`src/rtl/ag32gbd_ahb_frame_reader.sv`:
```
// AHB-lite responder letting the CPU read capture status, frame count, frame IRQ and BRAM frame bytes.
// Optional DMA single-request output is enabled with `define AHB_DMA_REQ_EN.
module ag32gbd_ahb_frame_reader #(
    parameter int          TIMEOUT_CYCLES = 64,
    parameter logic [11:0] WIN_BASE       = 12'h400
) (
    input  logic        sys_clock,
    input  logic        resetn,
    input  logic [1:0]  mem_ahb_htrans,
    input  logic        mem_ahb_hready,
    input  logic        mem_ahb_hwrite,
    input  logic [31:0] mem_ahb_haddr,
    input  logic [2:0]  mem_ahb_hsize,
    input  logic [31:0] mem_ahb_hwdata,
    output logic        mem_ahb_hreadyout,
    output logic        mem_ahb_hresp,
    output logic [31:0] mem_ahb_hrdata,
    input  logic        cam_capture,
    input  logic        cam_capture_finish,
    output logic        buf_req,
    output logic [9:0]  buf_offset,
    input  logic [7:0]  buf_data,
    input  logic        buf_ready,
    output logic        irq,
    output logic        dma_sreq,
    input  logic        dma_clr
);
    localparam int TW = $clog2(TIMEOUT_CYCLES) + 1;

    typedef enum logic [2:0] {S_IDLE, S_FETCH, S_GAP, S_DONE, S_ERR1, S_ERR2} state_t;

    state_t        state_q, state_d;
    logic          hreadyout_q, hreadyout_d;
    logic          hresp_q, hresp_d;
    logic [31:0]   hrdata_q, hrdata_d;
    logic          buf_req_q, buf_req_d;
    logic [9:0]    buf_off_q, buf_off_d;
    logic [1:0]    k_q, k_d;
    logic [6:0]    idx_q, idx_d;
    logic [23:0]   bytes_q, bytes_d;
    logic [TW-1:0] tmo_q, tmo_d;
    logic          wr_pend_q, wr_pend_d;
    logic [11:0]   wr_addr_q, wr_addr_d;
    logic          fin_q, fin_d;
    logic          frame_ready_q, frame_ready_d;
    logic          overflow_q, overflow_d;
    logic          timeout_q, timeout_d;
    logic          irq_en_q, irq_en_d;
    logic [15:0]   cnt_q, cnt_d;
    logic          irq_q, irq_d;

    logic accept, tmo_hit, frame_rise, ctrl_wr, w1c;
    logic unused_bits;

    // hreadyout_q gate keeps a stalled data phase from swallowing a new address phase
    assign accept     = mem_ahb_hready & mem_ahb_htrans[1] & hreadyout_q;
    assign frame_rise = cam_capture_finish & ~fin_q;
    assign ctrl_wr    = wr_pend_q & (wr_addr_q == 12'h004);
    assign w1c        = ctrl_wr & mem_ahb_hwdata[0];

    always_comb begin
        state_d     = state_q;
        hreadyout_d = hreadyout_q;
        hresp_d     = 1'b0;
        hrdata_d    = hrdata_q;
        buf_req_d   = buf_req_q;
        buf_off_d   = buf_off_q;
        k_d         = k_q;
        idx_d       = idx_q;
        bytes_d     = bytes_q;
        tmo_d       = tmo_q;
        wr_pend_d   = 1'b0;
        wr_addr_d   = wr_addr_q;
        tmo_hit     = 1'b0;
        case (state_q)
            S_FETCH: begin
                if (buf_ready) begin
                    buf_req_d = 1'b0;
                    tmo_d     = '0;
                    case (k_q)
                        2'd0:    bytes_d[7:0]   = buf_data;
                        2'd1:    bytes_d[15:8]  = buf_data;
                        2'd2:    bytes_d[23:16] = buf_data;
                        default: ;
                    endcase
                    if (k_q == 2'd3) begin
                        state_d     = S_DONE;
                        hreadyout_d = 1'b1;
                        hrdata_d    = {buf_data, bytes_q};
                    end else begin
                        state_d = S_GAP;
                        k_d     = k_q + 2'd1;
                    end
                end else if (tmo_q == TW'(TIMEOUT_CYCLES - 1)) begin
                    buf_req_d = 1'b0;
                    tmo_hit   = 1'b1;
                    hresp_d   = 1'b1;
                    state_d   = S_ERR1;
                end else begin
                    tmo_d = tmo_q + TW'(1);
                end
            end
            S_GAP: begin
                buf_req_d = 1'b1;
                buf_off_d = {1'b0, idx_q, k_q};
                tmo_d     = '0;
                state_d   = S_FETCH;
            end
            S_ERR1: begin
                hresp_d     = 1'b1;
                hreadyout_d = 1'b1;
                state_d     = S_ERR2;
            end
            default: begin
                // IDLE, DONE and ERR2 all present hreadyout=1 and may take a new address phase
                state_d     = S_IDLE;
                hreadyout_d = 1'b1;
                if (accept) begin
                    if (mem_ahb_haddr[11:9] == WIN_BASE[11:9]) begin
                        hreadyout_d = 1'b0;
                        if (mem_ahb_hwrite) begin
                            hresp_d = 1'b1;
                            state_d = S_ERR1;
                        end else begin
                            state_d   = S_FETCH;
                            buf_req_d = 1'b1;
                            k_d       = 2'd0;
                            idx_d     = mem_ahb_haddr[8:2];
                            buf_off_d = {1'b0, mem_ahb_haddr[8:2], 2'b00};
                            tmo_d     = '0;
                        end
                    end else if (mem_ahb_hwrite) begin
                        wr_pend_d = 1'b1;
                        wr_addr_d = mem_ahb_haddr[11:0];
                    end else begin
                        case (mem_ahb_haddr[11:0])
                            12'h000: hrdata_d = {28'b0, timeout_q, overflow_q, frame_ready_q, cam_capture};
                            12'h004: hrdata_d = {30'b0, irq_en_q, 1'b0};
                            12'h008: hrdata_d = {16'b0, cnt_q};
                            default: hrdata_d = '0;
                        endcase
                    end
                end
            end
        endcase
    end

    // A new frame edge outranks a same-cycle clear; overflow then keeps its value
    always_comb begin
        fin_d         = cam_capture_finish;
        irq_en_d      = ctrl_wr ? mem_ahb_hwdata[1] : irq_en_q;
        frame_ready_d = frame_rise ? 1'b1 : (w1c ? 1'b0 : frame_ready_q);
        overflow_d    = overflow_q;
        if (frame_rise && w1c) begin
            overflow_d = overflow_q;
        end else if (frame_rise && frame_ready_q) begin
            overflow_d = 1'b1;
        end else if (w1c) begin
            overflow_d = 1'b0;
        end
        timeout_d = tmo_hit ? 1'b1 : (w1c ? 1'b0 : timeout_q);
        cnt_d     = cnt_q + 16'(frame_rise);
        irq_d     = frame_ready_q & irq_en_q;
    end

    always_ff @(posedge sys_clock or negedge resetn) begin
        if (!resetn) begin
            state_q       <= S_IDLE;
            hreadyout_q   <= 1'b1;
            hresp_q       <= 1'b0;
            hrdata_q      <= '0;
            buf_req_q     <= 1'b0;
            buf_off_q     <= '0;
            k_q           <= '0;
            idx_q         <= '0;
            bytes_q       <= '0;
            tmo_q         <= '0;
            wr_pend_q     <= 1'b0;
            wr_addr_q     <= '0;
            fin_q         <= 1'b0;
            frame_ready_q <= 1'b0;
            overflow_q    <= 1'b0;
            timeout_q     <= 1'b0;
            irq_en_q      <= 1'b0;
            cnt_q         <= '0;
            irq_q         <= 1'b0;
        end else begin
            state_q       <= state_d;
            hreadyout_q   <= hreadyout_d;
            hresp_q       <= hresp_d;
            hrdata_q      <= hrdata_d;
            buf_req_q     <= buf_req_d;
            buf_off_q     <= buf_off_d;
            k_q           <= k_d;
            idx_q         <= idx_d;
            bytes_q       <= bytes_d;
            tmo_q         <= tmo_d;
            wr_pend_q     <= wr_pend_d;
            wr_addr_q     <= wr_addr_d;
            fin_q         <= fin_d;
            frame_ready_q <= frame_ready_d;
            overflow_q    <= overflow_d;
            timeout_q     <= timeout_d;
            irq_en_q      <= irq_en_d;
            cnt_q         <= cnt_d;
            irq_q         <= irq_d;
        end
    end

`ifdef AHB_DMA_REQ_EN
    logic fr_set_q, fr_set_d;
    logic dma_sreq_q, dma_sreq_d;

    always_comb begin
        fr_set_d   = frame_rise;
        dma_sreq_d = fr_set_q ? 1'b1 : (dma_clr ? 1'b0 : dma_sreq_q);
    end

    always_ff @(posedge sys_clock or negedge resetn) begin
        if (!resetn) begin
            fr_set_q   <= 1'b0;
            dma_sreq_q <= 1'b0;
        end else begin
            fr_set_q   <= fr_set_d;
            dma_sreq_q <= dma_sreq_d;
        end
    end

    assign dma_sreq = dma_sreq_q;
`else
    logic unused_dma;
    assign unused_dma = dma_clr;
    assign dma_sreq   = 1'b0;
`endif

    assign unused_bits = ^{mem_ahb_haddr[31:12], mem_ahb_haddr[1:0], mem_ahb_hsize,
                           mem_ahb_htrans[0], mem_ahb_hwdata[31:2]};

    assign mem_ahb_hreadyout = hreadyout_q;
    assign mem_ahb_hresp     = hresp_q;
    assign mem_ahb_hrdata    = hrdata_q;
    assign buf_req           = buf_req_q;
    assign buf_offset        = buf_off_q;
    assign irq               = irq_q;

endmodule
```
`config.mk`:
```
export PLATFORM = sky130hd
export DESIGN_NAME = ag32gbd_ahb_frame_reader
export DESIGN_NICKNAME = d
export VERILOG_FILES = /design/src/rtl/ag32gbd_ahb_frame_reader.sv
export SDC_FILE = /design/constraint.sdc
export NUM_CORES = 1
export LEC_CHECK = 0
export BUFFER_PORTS_ARGS = -buffer_cell sky130_fd_sc_hd__buf_2
export CAP_MARGIN = 20
export CELL_PAD_IN_SITES_DETAIL_PLACEMENT = 0
export CELL_PAD_IN_SITES_GLOBAL_PLACEMENT = 2
export CORE_MARGIN = 4
export CORE_UTILIZATION = 38
export DETAILED_ROUTE_END_ITERATION = 8
export PLACE_DENSITY = 0.85
export SLEW_MARGIN = 20
export SYNTH_ARGS = -nofsm -noshare
export SYNTH_HDL_FRONTEND = slang
export SYNTH_SLANG_ARGS = --single-unit
```
`constraint.sdc`:
```
create_clock -name sys_clock -period 5.1 [get_ports sys_clock]
set_input_delay 1.02 -clock sys_clock [delete_from_list [all_inputs] [get_ports sys_clock]]
set_output_delay 1.02 -clock sys_clock [all_outputs]
set_load 0.005 [all_outputs]
```
# After elaboration in Yosys (flattened, before gate mapping)
# Cells that the tools add are included.
# Widths: inputs -> output; s select.
# totals
out_inout_bits,47
inputBits,85
latch_bits,0
ramBits,0
wordCells,142
memories,0
reg_bits,123
mem_bits_ro,0
# classes
add_sub_neg,3
shifts,0
n_lt_le_gt_ge,0
n_mux,55
bitwise_logic,15
n_eq_ne,20
n_reduce_logical,28
n_mul,0
div,0
# op_table
op,n
$mux 32,5
$pmux 32 s2,1
$pmux 16 s3,1
$mux 7,5
$mux 10,3
$eq 12x3->1 const B,2
$mux 1,23
$pmux 7 s3,1
$pmux 10 s2,1
$add 16x1->16,1
$mux 3,5
$reduce_bool 2->1,7
$eq 12x4->1 const B,1
$logic_not 12->1,1
$reduce_and 3->1,4
$reduce_and 4->1,3
$reduce_and 6->1,2
$mux 2,5
$reduce_and 5->1,2
$not 1->1,9
$pmux 1 s3,3
$pmux 3 s3,1
$add 7x1->7 const B,1
$eq 7x6->1 const B,1
18 further kinds,33

# Depth between registers and ports, before layout
# depth
ltp_word,6
depth_mapped,8
mapped_depth_nobuf,7

# Worst setup path before layout
# No wires, ideal clock.
# synth_path
path_type,input to register
from,input port mem_ahb_haddr[9]
to,register tmo_q[0]
required_ns,4.970
arrival_ns,2.365
path_stages,5
setup_slack_ns,2.605
cell_sequence,or3b_2 o41ai_2 and2_0 buf_2 a31oi_1
# synth_between
elab_chain_cells,3
# synth_rtl
item,line_no,text
start: declaration,12,"input logic [31:0] mem_ahb_haddr,"
$eq 3x2->1,119,if (mem_ahb_haddr[11:9] == WIN_BASE[11:9]) begin
$reduce_bool 3->1 (no line),-,
$reduce_and 5->1 (no line),-,
end signal: assignment,197,tmo_q <= tmo_d;
end: declaration,41,"logic [TW-1:0] tmo_q, tmo_d;"
# Every way passes these cells.
# A chain may end at the register's enable or synchronous reset.

# Worst setup path after layout
# layout_path
from,register state_q[2]
to,register hrdata_q[31] (netlist: mem_ahb_hrdata[31])
# layout_between
elab_chain_cells,4
# layout_rtl
item,line_no,text
start: declaration,32,"state_t state_q, state_d;"
start signal: assignment,188,state_q <= state_d;
$eq 3x3->1 or $eq 3x2->1 (tied branches),75,case (state_q)
$reduce_or 2->1 (no line),-,
$not 1->1 (no line),-,
$reduce_and 6->1 (no line),-,
end signal: assignment,191,hrdata_q <= hrdata_d;
end: declaration,35,"logic [31:0] hrdata_q, hrdata_d;"
# Parallel ways exist; a longest one is shown, timed or not.

==> out/results.ini <==
[worst_setup_path]
crit_arrival_ns = 3.09
endpoint_kind = flop
r2r_start = state_q[2]
worst-setup-path-type = flop to flop
start_kind = flop
cp.required_ns = 5.40
critPathMaxFanout = 41
startpoint = state_q[2]

[synthesis]
ys_seq_area_frac = 0.547
synthCells = 446
syn_avg_cell_area_um2 = 12.5
synth_mux_area_frac = 0.189
synth_ff_type = dfrtp_1
synth_xor_xnor_area_share = 0.0235
yosysUniqueCellTypes = 56
synth_adder_area_share = 0.0157
synth.top_cell.area_share = 0.542
yosys-top-cells-count = dfrtp_1 (121), mux2_2 (60), nand2_1 (33), inv_1 (25), mux2i_1 (20)
yosysWarnings = 0
synth_seq_cells = 122
synth-edff-count = 0
synth_simple_gate_area_frac = 0.104
synth_top_area_cell = dfrtp_1
ys_top_cells_by_area = dfrtp_1 (54%), mux2_2 (12%), mux2i_1 (3.6%), mux2_4 (2.4%), a22o_1 (2.4%)
yosysMostFrequentCell = dfrtp_1
async_flop_share = 1.00
synth-compound-area-share = 0.0804
synth_top_family_by_area = multiplexers
synth_area_um2 = 5590

[clocking]
htreeDepth = 4
root_buffer = clkbuf_16
cts_setup_buffers = 0
cts_sinks = 122
cts.hold.buffers_added = 0
clk_pin_slew_ns = 0.06
ctsResizeCount = 0
cts_tree = yes
cts_max_path_buffers = 2
cts_buffers = 17
clock_latency_ns = 0.42

[floorplanning]
dieHeight_um = 129
core_area_um2 = 14500
start_util = 0.386
die-area_um2 = 16700
rows = 44
io_pins = 132
die_w_um = 129

[place]
dp_hpwl_um = 8700
numPortBuffers = 74
gp_congestion = 0.789
dp_slack_ns = 1.82

[detailed_routing]
drt_iter0_drc = 217
totalWireLength_um = 12300
routed_via_density = 5.17
drc_errors = 0
wl_per_cell_um = 17.1
vias = 3731
dr.pass1.iters = 4
ant_nets = 0

[grt]
grt_max_degree = 50
groute.usage.overall = 0.157
antenna_found_initial = 0
grt_overflow = 0
grt_pass1_vias = 3964
grt_pass1_wl_um = 20400

[min_path]
hp-start = buf_req
hold_path.class = flop to flop

[sta]
drv_slew = 0
setup_violations = 0
worst_pin_slew_ns = 1.04
finalSetupTns_ns = 0
fmax_mhz = 358
fin_skew_ns = 0.00731
rsz0062_at_grt = no
finalCriticalPeriod_ns = 2.79
holdWs_ns = 0.489
period_share = 0.548
slew_headroom = 0.305
fin_ws_ns = 2.31
timing_hold_violations_final = 0

[power]
clkPwrFrac = 0.310
pwr-share-comb = 0.254
swShare = 0.315
seqPwrFrac = 0.436
intPower_mw = 2.46
p_per_area_nw_per_um2 = 538
leakage_nw = 3.20
vdd_drop_max_mv = 0.232
p_switching_mw = 1.13

[outcome]
status = completed

[layout]
fin_nets = 616
drive_gt1_frac = 0.359
diodes = 0
nFillCells = 1320
synthToLayoutAreaGrowth_pct = 19.3
post-route-util = 0.460

[flow_run]
max_cap_viol_count = 0

==> worst max-delay path, cell delays in order, from the launching register on <==
cell and delay [ns]:
dfrtp_1 0.63, nor3b_4 0.08, buf_4 0.29, o41ai_1 0.47
nand3_2 0.59, buf_4 0.44, mux2i_1 0.14
==> stage by stage <==
stage	power (mW)	cell area, um^2	instances
global placement	2.46	6100	689
floorplan	2.14	5590	447
finish	3.59	6660	721
detailed placement	2.50	6100	689
CTS	3.63	6660	721
global route	3.81	6660	721
==> registers in the layout, indices dropped and copies added, names as in the netlist, 2 cells and up <==
signal	flops
idx_q	7
buf_offset	9
state_q	3
cnt_q	16
tmo_q	7
bytes_q	24
wr_addr_q	12
k_q	2
mem_ahb_hrdata	32
==> final cells by class <==
| class | count | area [um^2] | share of cell area |
|---|---|---|---|
| well taps | 184 | 230 | 0.0345 |
| repair buffers | 78 | 403 | 0.0605 |
| inverters | 25 | 93.8 | 0.0141 |
| clock inverters | 15 | 126 | 0.0190 |
| flip-flops and latches | 122 | 3050 | 0.458 |
| clock buffers | 17 | 425 | 0.0638 |
| multi-input cells | 280 | 2330 | 0.350 |
==> path summary, 6_finish.rpt <==
path,cells after the start,endpoint,slack [ns]
worst max-delay path,6,mem_ahb_hrdata[31],2.31
worst min-delay path,1,buf_req,0.49
worst max register to register,6,mem_ahb_hrdata[31],2.31
worst min register to register,1,buf_req,0.49
max in group asynchronous,2,wr_addr_q[0],3.51
min in group asynchronous,1,mem_ahb_hrdata[28],0.63
==> kinds of logic (layout without fill, tap and decap cells) <==
family	Yosys count	in the layout
flip-flops	122	122
adder cells (fa/ha/maj)	7	7
multiplexers	93	93
XOR/XNOR	15	15
other	1	2
AND/OR/NAND/NOR	102	102
AO/OA/AOI/OAI	61	61
buffers and inverters	45	135
==> layer usage <==
layer,GRT usage,routed length [um],part of all wire,up-vias
li1,-,-,-,1774
met1,0.207,5660,0.46,1878
met2,0.249,5950,0.48,67
met3,0.0458,565,0.046,12
met4,0.0544,151,0.012,0
met5,0,0,0,-
==> power by group through the flow <==
stage | logic (mW) | registers, mW | clock network (mW)
after CTS | 0.930 | 1.57 | 1.14
after global placement | 0.898 | 1.56 | 0
after global routing | 1.02 | 1.61 | 1.18
after floorplan | 0.621 | 1.52 | 0
final | 0.911 | 1.56 | 1.11
after detailed placement | 0.923 | 1.58 | 0
==> cells in the final DEF (no fill, tap or decap), drive strengths merged, types with 6 or more instances in the layout <==
cell	count
a22o	15
nand3	16
and3	6
mux2i	20
clkbuf	17
mux2	73
ha	7
xnor2	11
o21ai	11
buf	78
inv	34
a31oi	11
dfrtp	121
nor3	7
nor2	6
nand2	33
Power figures use the tool's default switching activity.
